## config.mk

```make
export PLATFORM = sky130hd
export DESIGN_NAME = systolic_feeder_flat
export DESIGN_NICKNAME = d
export VERILOG_FILES = /design/src/rtl/systolic_feeder_if.sv /design/src/rtl/systolic_feeder.sv /design/src/flat_wrapper.sv
export SDC_FILE = /design/constraint.sdc
export NUM_CORES = 1
export LEC_CHECK = 0
export ABC_AREA = 1
export BUFFER_PORTS_ARGS = -buffer_cell sky130_fd_sc_hd__buf_2
export CAP_MARGIN = 20
export CORE_UTILIZATION = 55
export CTS_CLUSTER_DIAMETER = 60
export DETAILED_ROUTE_END_ITERATION = 16
export PLACE_DENSITY = 0.73
export REMOVE_ABC_BUFFERS = 1
export SYNTH_ARGS = -nofsm -noshare
export SYNTH_HDL_FRONTEND = slang
export SYNTH_SLANG_ARGS = --single-unit
```

## constraint.sdc

```tcl
create_clock -name clk -period 4.3 [get_ports clk]
set_clock_uncertainty 0.15 [all_clocks]
set_input_delay 0.645 -clock clk [delete_from_list [all_inputs] [get_ports clk]]
set_output_delay 0.645 -clock clk [all_outputs]
set_load 0.05 [all_outputs]
```

## src/rtl/systolic_feeder_if.sv

```systemverilog
// Handshake/bus bundle for systolic_feeder.
// Ports: in_valid/in_ready/in_row row load, start, X/x_valid/busy/done stream out.
interface systolic_feeder_if #(
  parameter int N          = 3,
  parameter int DATA_WIDTH = 8
);
  logic                    in_valid;
  logic                    in_ready;
  logic [DATA_WIDTH*N-1:0] in_row;
  logic                    start;
  logic [DATA_WIDTH*N-1:0] X;
  logic                    x_valid;
  logic                    busy;
  logic                    done;

  modport master (
    output in_valid, in_row, start,
    input  in_ready, X, x_valid, busy, done
  );

  modport slave (
    input  in_valid, in_row, start,
    output in_ready, X, x_valid, busy, done
  );
endinterface

```

## src/rtl/systolic_feeder.sv

```systemverilog
// Buffers an MxN matrix row by row, then streams it diagonally skewed to a systolic array.
// Ports: clk, rst (sync, active-high), bus (slave side of systolic_feeder_if).
module systolic_feeder #(
  parameter int M          = 5,
  parameter int N          = 3,
  parameter int DATA_WIDTH = 8
) (
  input logic             clk,
  input logic             rst,
  systolic_feeder_if.slave bus
);
  localparam int W  = DATA_WIDTH * N;
  localparam int TW = (M + N - 1 > 1) ? $clog2(M + N - 1) : 1;
  localparam int RW = (M > 1) ? $clog2(M) : 1;

  typedef enum logic [1:0] {
    LOAD,
    FULL,
    STREAM
  } state_t;

  state_t                state_q, state_d;
  logic [RW-1:0]         row_cnt_q, row_cnt_d;
  logic [TW-1:0]         t_q, t_d;
  logic [W-1:0]          x_q, x_d;
  logic                  x_valid_q, x_valid_d;
  logic                  done_q, done_d;
  logic [DATA_WIDTH-1:0] buf_q [M][N];
  logic                  accept;
  logic [TW-1:0]         beat_idx;
  logic [W-1:0]          beat;

  assign accept       = bus.in_valid && (state_q == LOAD);
  assign bus.in_ready = (state_q == LOAD);
  assign bus.busy     = (state_q != LOAD);
  assign bus.X        = x_q;
  assign bus.x_valid  = x_valid_q;
  assign bus.done     = done_q;

  // Beat being loaded into X on the next edge: 0 on start, t+1 mid-stream.
  assign beat_idx = (state_q == STREAM) ? t_q + TW'(1) : '0;

  // Lane j of beat t is row (t-j); out-of-range rows give zero.
  always_comb begin
    beat = '0;
    for (int j = 0; j < N; j++) begin
      for (int r = 0; r < M; r++) begin
        if (int'(beat_idx) == r + j) begin
          beat[j*DATA_WIDTH +: DATA_WIDTH] = buf_q[r][j];
        end
      end
    end
  end

  always_comb begin
    state_d   = state_q;
    row_cnt_d = row_cnt_q;
    t_d       = t_q;
    x_d       = x_q;
    x_valid_d = x_valid_q;
    done_d    = 1'b0;
    unique case (state_q)
      LOAD: begin
        if (accept) begin
          if (row_cnt_q == RW'(M - 1)) begin
            row_cnt_d = '0;
            state_d   = FULL;
          end else begin
            row_cnt_d = row_cnt_q + RW'(1);
          end
        end
      end
      FULL: begin
        if (bus.start) begin
          state_d   = STREAM;
          t_d       = '0;
          x_d       = beat;
          x_valid_d = 1'b1;
        end
      end
      STREAM: begin
        if (t_q == TW'(M + N - 2)) begin
          state_d   = LOAD;
          t_d       = '0;
          x_d       = '0;
          x_valid_d = 1'b0;
          done_d    = 1'b1;
        end else begin
          t_d = t_q + TW'(1);
          x_d = beat;
        end
      end
      default: begin
        state_d = LOAD;
      end
    endcase
  end

  always_ff @(posedge clk) begin
    if (rst) begin
      state_q   <= LOAD;
      row_cnt_q <= '0;
      t_q       <= '0;
      x_q       <= '0;
      x_valid_q <= 1'b0;
      done_q    <= 1'b0;
    end else begin
      state_q   <= state_d;
      row_cnt_q <= row_cnt_d;
      t_q       <= t_d;
      x_q       <= x_d;
      x_valid_q <= x_valid_d;
      done_q    <= done_d;
    end
  end

  // Matrix storage has no reset; every load overwrites all rows.
  always_ff @(posedge clk) begin
    if (!rst && accept) begin
      for (int r = 0; r < M; r++) begin
        if (row_cnt_q == RW'(r)) begin
          for (int j = 0; j < N; j++) begin
            buf_q[r][j] <= bus.in_row[j*DATA_WIDTH +: DATA_WIDTH];
          end
        end
      end
    end
  end
endmodule
```

## src/flat_wrapper.sv

```systemverilog
// flat-port wrapper written by rule: the top's interface ports become plain ports
module systolic_feeder_flat 
#(
  parameter int M          = 5,
  parameter int N          = 3,
  parameter int DATA_WIDTH = 8
)
  (clk, rst, bus_in_valid, bus_in_row, bus_start, bus_in_ready, bus_X, bus_x_valid, bus_busy, bus_done);
  systolic_feeder_if #(.N(N), .DATA_WIDTH(DATA_WIDTH)) bus_i ();
  input logic clk;
  input logic rst;
  input wire logic [$bits(bus_i.in_valid)-1:0] bus_in_valid;
  input wire logic [$bits(bus_i.in_row)-1:0] bus_in_row;
  input wire logic [$bits(bus_i.start)-1:0] bus_start;
  output wire logic [$bits(bus_i.in_ready)-1:0] bus_in_ready;
  output wire logic [$bits(bus_i.X)-1:0] bus_X;
  output wire logic [$bits(bus_i.x_valid)-1:0] bus_x_valid;
  output wire logic [$bits(bus_i.busy)-1:0] bus_busy;
  output wire logic [$bits(bus_i.done)-1:0] bus_done;
  assign bus_i.in_valid = bus_in_valid;
  assign bus_i.in_row = bus_in_row;
  assign bus_i.start = bus_start;
  assign bus_in_ready = bus_i.in_ready;
  assign bus_X = bus_i.X;
  assign bus_x_valid = bus_i.x_valid;
  assign bus_busy = bus_i.busy;
  assign bus_done = bus_i.done;
  systolic_feeder #(.M(M), .N(N), .DATA_WIDTH(DATA_WIDTH)) u_core (.clk(clk), .rst(rst), .bus(bus_i));
endmodule
```

-- After elaboration in Yosys (flattened, before gate mapping)
Memories as Yosys holds them, arrays and structs flattened.
Index checks and enable logic that the tools add are counted.
- input bits: 28
- register bits: 34
- memories: 1
- logic and storage cells: 103
- RAM bits: 120
- output and inout port bits: 28
- eq/ne operators: 17
- add/sub/neg operators: 2
- bitwise gates (word level): 1
- mux-type cells: 59
- reductions and logical operators: 17
- memory list (name ; depth ; bits a word ; read ports ; clocked after Yosys merged registers in ; wr ports ; line ; text):
    u_core.buf_q ; 5 ; 24 ; 5 ; 0 ; 1 ; systolic_feeder.sv:28 ; logic [DATA_WIDTH-1:0] buf_q [M][N];
- operators with widths (operator ; number):
    2-to-1 mux 24 bit ; 6
    2-to-1 mux 8 bit ; 15
    OR reduction 24 bit ; 4
    case mux 24 bit (2 select lines) ; 1
    2-to-1 mux 3 bit ; 8
    2-to-1 mux 1 bit ; 22
    == test 3 bit, second input constant ; 6
    == test 3 x 2 -> 1 bit, second input constant ; 4
    2-to-1 mux 2 bit ; 4
    adder 3 x 1 -> 3 bit, second input constant ; 2
    logical NOT 3 bit ; 2
    case mux 2 bit (3 select lines) ; 1
    case mux 3 bit (2 select lines) ; 1
    inequality test 2 x 1 -> 1 bit, second input constant ; 2
    inequality test 2 bit, second input constant ; 2
    AND reduction 2 bit ; 2
    AND reduction 4 bit ; 1
    nonzero test 2 bit ; 2
    == test 3 x 1 -> 1 bit, second input constant ; 1
    AND reduction 3 bit ; 1
    == test 2 x 1 -> 1 bit, second input constant ; 1
    == test 2 bit, second input constant ; 1
    logical AND 1 bit ; 2
    logical NOT 2 bit ; 1
    other kinds (4) ; 4

-- Logic depth before layout (Yosys ltp)
- depth in word-level cells: 10
- depth in mapped cells: 14
- mapped depth without buffers: 13

-- Worst setup path after synthesis
No wires, ideal clock.
- kind: register -> register
- from: reg u_core.state_q[1]
- to: mem u_core.buf_q[3][0] in the netlist's numbering (enable)
- data required time: 3745 ps
- stages on the path, launching flop included: 6
- library setup time: 405 ps
- clock period less this slack: 3143 ps
- setup slack: 1157 ps
- buffers on the path: 0
- data arrival time: 2588 ps
- cells stage by stage: dfxtp_1 nor2_1 nand2_1 inv_1 nand2_1 nor2_1
- longest elaborated chain between the ends: 10
- elaborated cells between the ends (all ways): 25
- classes of those cells: mux (18); reduce/logical (7)
- RTL lines (element ; line ; text):
    start, declared ; systolic_feeder.sv:22 ; state_t state_q, state_d;
    start signal, assigned ; systolic_feeder.sv:108 ; state_q <= state_d;
    logical NOT 2 bit * ; n/a ;
    net bus_in_ready ; flat_wrapper.sv:15 ; output wire logic [$bits(bus_i.in_ready)-1:0] bus_in_ready;
    logical AND 1 bit * ; systolic_feeder.sv:33 ; assign accept = bus.in_valid && (state_q == LOAD);
    logical AND 1 bit * ; systolic_feeder.sv:119 ; if (!rst && accept) begin
    2-to-1 mux 1 bit ; systolic_feeder.sv:119 ;
    2-to-1 mux 1 bit (implied by the code) ; systolic_feeder.sv:123 ; buf_q[r][j] <= bus.in_row[j*DATA_WIDTH +: DATA_WIDTH];
    OR reduction 24 bit (no source line) ; n/a ;
    2-to-1 mux 3 bit (no source line) or 2-to-1 mux 1 bit (tied branches) (4 in a row) ; n/a ;
    end, declared ; systolic_feeder.sv:28 ;
Mark *: on every way through the listed nets, which the timed path passes. The rest lies on a longest branch.

-- Final worst setup path
- from: reg u_core.t_q[0]
- to: reg u_core.x_q[5], in the netlist u_core.bus.X[5]
- longest elaborated chain between the ends: 10
- elaborated cells between the ends (all ways): 16
- classes of those cells: add/sub (1); eq/ne (5); mux (9); reduce/logical (1)
- RTL lines (element ; line ; text):
    start, declared ; systolic_feeder.sv:24 ; logic [TW-1:0] t_q, t_d;
    start signal, assigned ; systolic_feeder.sv:110 ; t_q <= t_d;
    adder 3 x 1 -> 3 bit ; systolic_feeder.sv:41 ; assign beat_idx = (state_q == STREAM) ? t_q + TW'(1) : '0;
    2-to-1 mux 3 bit ; systolic_feeder.sv:41 ;
    logical NOT 3 bit ; systolic_feeder.sv:48 ; if (int'(beat_idx) == r + j) begin
    2-to-1 mux 8 bit (5 in a row) ; systolic_feeder.sv:48 ;
    2-to-1 mux 24 bit, on equally long branches ; systolic_feeder.sv:82, systolic_feeder.sv:74 ;
    case mux 24 bit (2 select lines) * ; systolic_feeder.sv:62 ; unique case (state_q)
    end signal, assigned ; systolic_feeder.sv:104 ; x_q <= '0;
    end signal, assigned ; systolic_feeder.sv:111 ; x_q <= x_d;
    end, declared ; systolic_feeder.sv:25 ; logic [W-1:0] x_q, x_d;
Every way passes the cells marked *; elsewhere a longest branch is shown, timed or not. The select of a mux whose other input is x is not followed.
A chain may end at the register's enable or synchronous reset.

==> impl_table.tex <==
\begin{tabular}{lr}
\hline
Metric & Value \\
\hline
\multicolumn{2}{l}{\textbf{Status}} \\
\quad Outcome & complete, no violations \\
\multicolumn{2}{l}{\textbf{Worst setup path}} \\
\quad Setup crit start kind & flip-flop \\
\quad Required time reported for the critical path endpoint & 4.53 ns \\
\quad Arrival time at the worst endpoint & 3.51 ns \\
\quad Launching point of the worst reg2reg path & u\_core.t\_q[0] \\
\quad FF-to-FF path depth & 12 \\
\quad Crit path from & u\_core.t\_q[0] \\
\quad Max FO, Critical Path & 11 \\
\quad Kind of critical path & flip-flop to flip-flop \\
\quad Capturing element type of the critical path & flip-flop \\
\multicolumn{2}{l}{\textbf{Hold path}} \\
\quad Beginning of the worst hold path & bus\_in\_row[10] \\
\quad Worst min-delay path class & input pin to flip-flop \\
\quad Count of cells along the worst hold path & 1 \\
\multicolumn{2}{l}{\textbf{Pwr}} \\
\quad Final total power & 3299 uW \\
\quad Total leakage power & 0.002870 uW \\
\quad Power density cells & 457.6 mW/mm\^{}2 \\
\quad Maximum ir drop on the vdd rail & 0.2952 mV \\
\multicolumn{2}{l}{\textbf{Placement}} \\
\quad Post-detailed-placement cell area & 0.006576 mm\^{}2 \\
\quad Port buffer count & 55 \\
\quad Routability congestion estimate & 0.8001 \\
\quad Placed cells & 728 \\
\quad HPWL after DPL & 7594 um \\
\multicolumn{2}{l}{\textbf{Synthesis}} \\
\quad Average size of a mapped cell & 11.28 um\^{}2 \\
\quad Top cells by area in the synthesized netlist & edfxtp\_1 (58\%), dfxtp\_1 (11\%), nand2\_1 (9.1\%) \\
\quad Library cell occupying the most area in the post-synthesis netlist & edfxtp\_1 \\
\quad Post-synthesis sequential area ratio & 69.41\% \\
\quad Most numerous cell in the Yosys netlist & nand2\_1 \\
\quad Top-area cell type share of the netlist area & 58.38\% \\
\quad Ranking of synthesized cells by instance count & nand2\_1 (150), edfxtp\_1 (120), nand3\_1 (74), dfxtp\_1 (34), nor2\_1 (33) \\
\quad Async set-or-reset flop fraction in the synthesized netlist & 0\% \\
\quad Post-Synthesis Cells & 547 \\
\quad \#FFs+latches synth & 154 \\
\quad Dominant register cell in the synthesized netlist & edfxtp\_1 \\
\quad EDFF count, synth & 120 \\
\quad Distinct cells, synth & 31 \\
\quad Mapped Area & 0.006172 mm\^{}2 \\
\quad Synth Warn \# & 0 \\
\multicolumn{2}{l}{\textbf{Timing}} \\
\quad Fin Setup TNS & 0 ns \\
\quad Setup repair after global routing missed its margin & no \\
\quad Relative max-transition margin & 30.05\% \\
\quad Count of final setup violators & 0 \\
\quad Number of pins exceeding their max-slew limit in the final report & 0 \\
\quad Final period demand of the worst path & 3.284 ns \\
\quad Worst-margin pin slew & 1.044 ns \\
\quad Final cycle utilization of the critical path & 76.38\% \\
\quad Max Clock Freq & 304.5 MHz \\
\quad Hold Violations, Final & 0 \\
\multicolumn{2}{l}{\textbf{Clock network}} \\
\quad Clock transition time at the flip-flop clock pins of the worst setup and hold paths & 0.06 ns \\
\quad Clock tree from TritonCTS & done \\
\quad CTS Root Buffer Type & clkbuf\_8 \\
\quad Clock sinks & 154 \\
\quad Buffers inserted during post-CTS setup optimization & 0 \\
\quad Number of buffers between clock root and the deepest sink & 2 \\
\quad H-tree level count & 4 \\
\quad Num CTS Buffers & 17 \\
\quad Count of hold buffers inserted by post-cts repair & 0 \\
\quad Skew-Pair Late Insertion Delay & 0.53 ns \\
\quad Post-cts resize count & 0 \\
\multicolumn{2}{l}{\textbf{Cells and area}} \\
\quad Layout area overhead & 16.81\% \\
\quad Layout Cell Area excl Fill & 0.007209 mm\^{}2 \\
\quad Count of inserted antenna diode cells & 0 \\
\quad Total number of nets in the final design & 642 \\
\quad Fraction of final layout cells with drive strength greater than 1 & 18.39\% \\
\quad Final Instance Count excl. Fillers & 760 \\
\quad Fin util & 66.21\% \\
\multicolumn{2}{l}{\textbf{Floorplan}} \\
\quad Vertical die dimension & 107.9 um \\
\quad X dimension of the die & 107.9 um \\
\quad Die area & 0.01165 mm\^{}2 \\
\quad Placeable core area & 0.01089 mm\^{}2 \\
\quad Number of top-level design ports & 56 \\
\quad Number of cell rows & 38 \\
\quad Initial Utilization & 56.69\% \\
\multicolumn{2}{l}{\textbf{Detailed routing}} \\
\quad Via density per instance & 5.487 \\
\quad Number of routed nets with antenna violations & 0 \\
\quad Via Count & 4170 \\
\quad Routed wire length per instance & 17.46 um \\
\quad DRT iter0 DRCs & 290 \\
\quad First-pass iteration count of the detailed router & 7 \\
\quad DRC viols & 0 \\
\quad DRT Wirelength & 13270 um \\
\multicolumn{2}{l}{\textbf{Global routing}} \\
\quad Maximum number of pins on one net before global-route repair & 34 \\
\quad Tot GR Track Use & 24.83\% \\
\quad Overflow left after global routing & 0 \\
\quad Via count of the first global-routing pass & 4087 \\
\quad Global-route wire length before repair & 20910 um \\
\quad Antenna violations before repair & 0 \\
\multicolumn{2}{l}{\textbf{Job}} \\
\quad Max-Cap Viols & 0 \\
\hline
\end{tabular}
==> cell type report <==
type	instances	area, um^2
Sequential cell	154	4284
Fill cell	790	3679
Multi-Input combinational cell	343	1672
Clock buffer	20	435.4
Timing Repair Buffer	63	335.3
Clock inverter	12	197.7
Tap cell	140	175.2
Inverter	28	110.1
==> registers in the layout, summed over array words and instances (netlist names) <==
name,flops
u_core.buf_q,120
u_core.bus.done,1
u_core.bus.X,24
u_core.t_q,3
u_core.row_cnt_q,3
u_core.bus.x_valid,1
u_core.state_q,2
==> metal layers <==
layer | vias up | wire length (um) | GRT usage [%]
met5 | - | 0 | 0
met4 | 0 | 255 | 10.57
met3 | 28 | 817 | 6.450
met2 | 158 | 6525 | 40.25
met1 | 1968 | 5669 | 31.85
li1 | 2016 | - | -
==> path summary, 6_finish.rpt <==
path | slack [ns] | endpoint
worst min-delay path | 0.19 | u_core.buf_q[0][10]
worst max-delay path | 1.02 | u_core.bus.X[5]
worst min register to register | 0.31 | u_core.bus.X[20]
worst max register to register | 1.02 | u_core.bus.X[5]
==> layout by cell type, fill, tap and decap left out, drive strengths merged <==
cell / count
o2111ai: 7
clkbuf: 20
o211ai: 1
clkinvlp: 4
edfxtp: 120
a21oi: 31
o21bai: 9
or2: 7
buf: 63
clkinv: 4
ha: 7
bufinv: 5
dfxtp: 34
o21ai: 14
inv: 27
xnor2: 1
a211oi: 1
nand2: 155
nor2: 35
nand3: 75
==> metrics by stage <==
step | setup slack, ns | hold slack (ns)
final | 1.016 | 0.1891
after global routing | 0.7290 | 0.1755
after CTS | 1.029 | 0.1695
after detailed placement | 1.147 | 0.3027
after global placement | 1.255 | 0.2979
after floorplan | 1.157 | 0.3054
==> worst max-delay path, cell delays in order (launching register included) <==
cell	delay, ns
dfxtp_1	0.43
inv_2	0.15
ha_1	0.45
inv_1	0.22
nand3_1	0.10
nor2_1	0.64
nand2_1	0.39
nor2_1	0.23
nor2_1	0.08
nand2_1	0.09
nand2_1	0.05
nand2_1	0.07
a21oi_1	0.06
==> where the power goes <==
part           internal (uW)  switching [uW]
sequential              1630            7.88
clock                   1010             564
combinational           22.0            58.4
==> kinds of logic (layout without fill, tap and decap cells) <==
logic type,after synthesis,in the layout,synth area share (%)
compound gates,63,63,6.244
fa+ha+maj,7,7,1.419
xor+xnor,1,1,0.2636
buf+inv,50,123,3.791
flops,154,154,69.41
simple gates,272,272,18.87
Power figures use the tool's default switching activity.
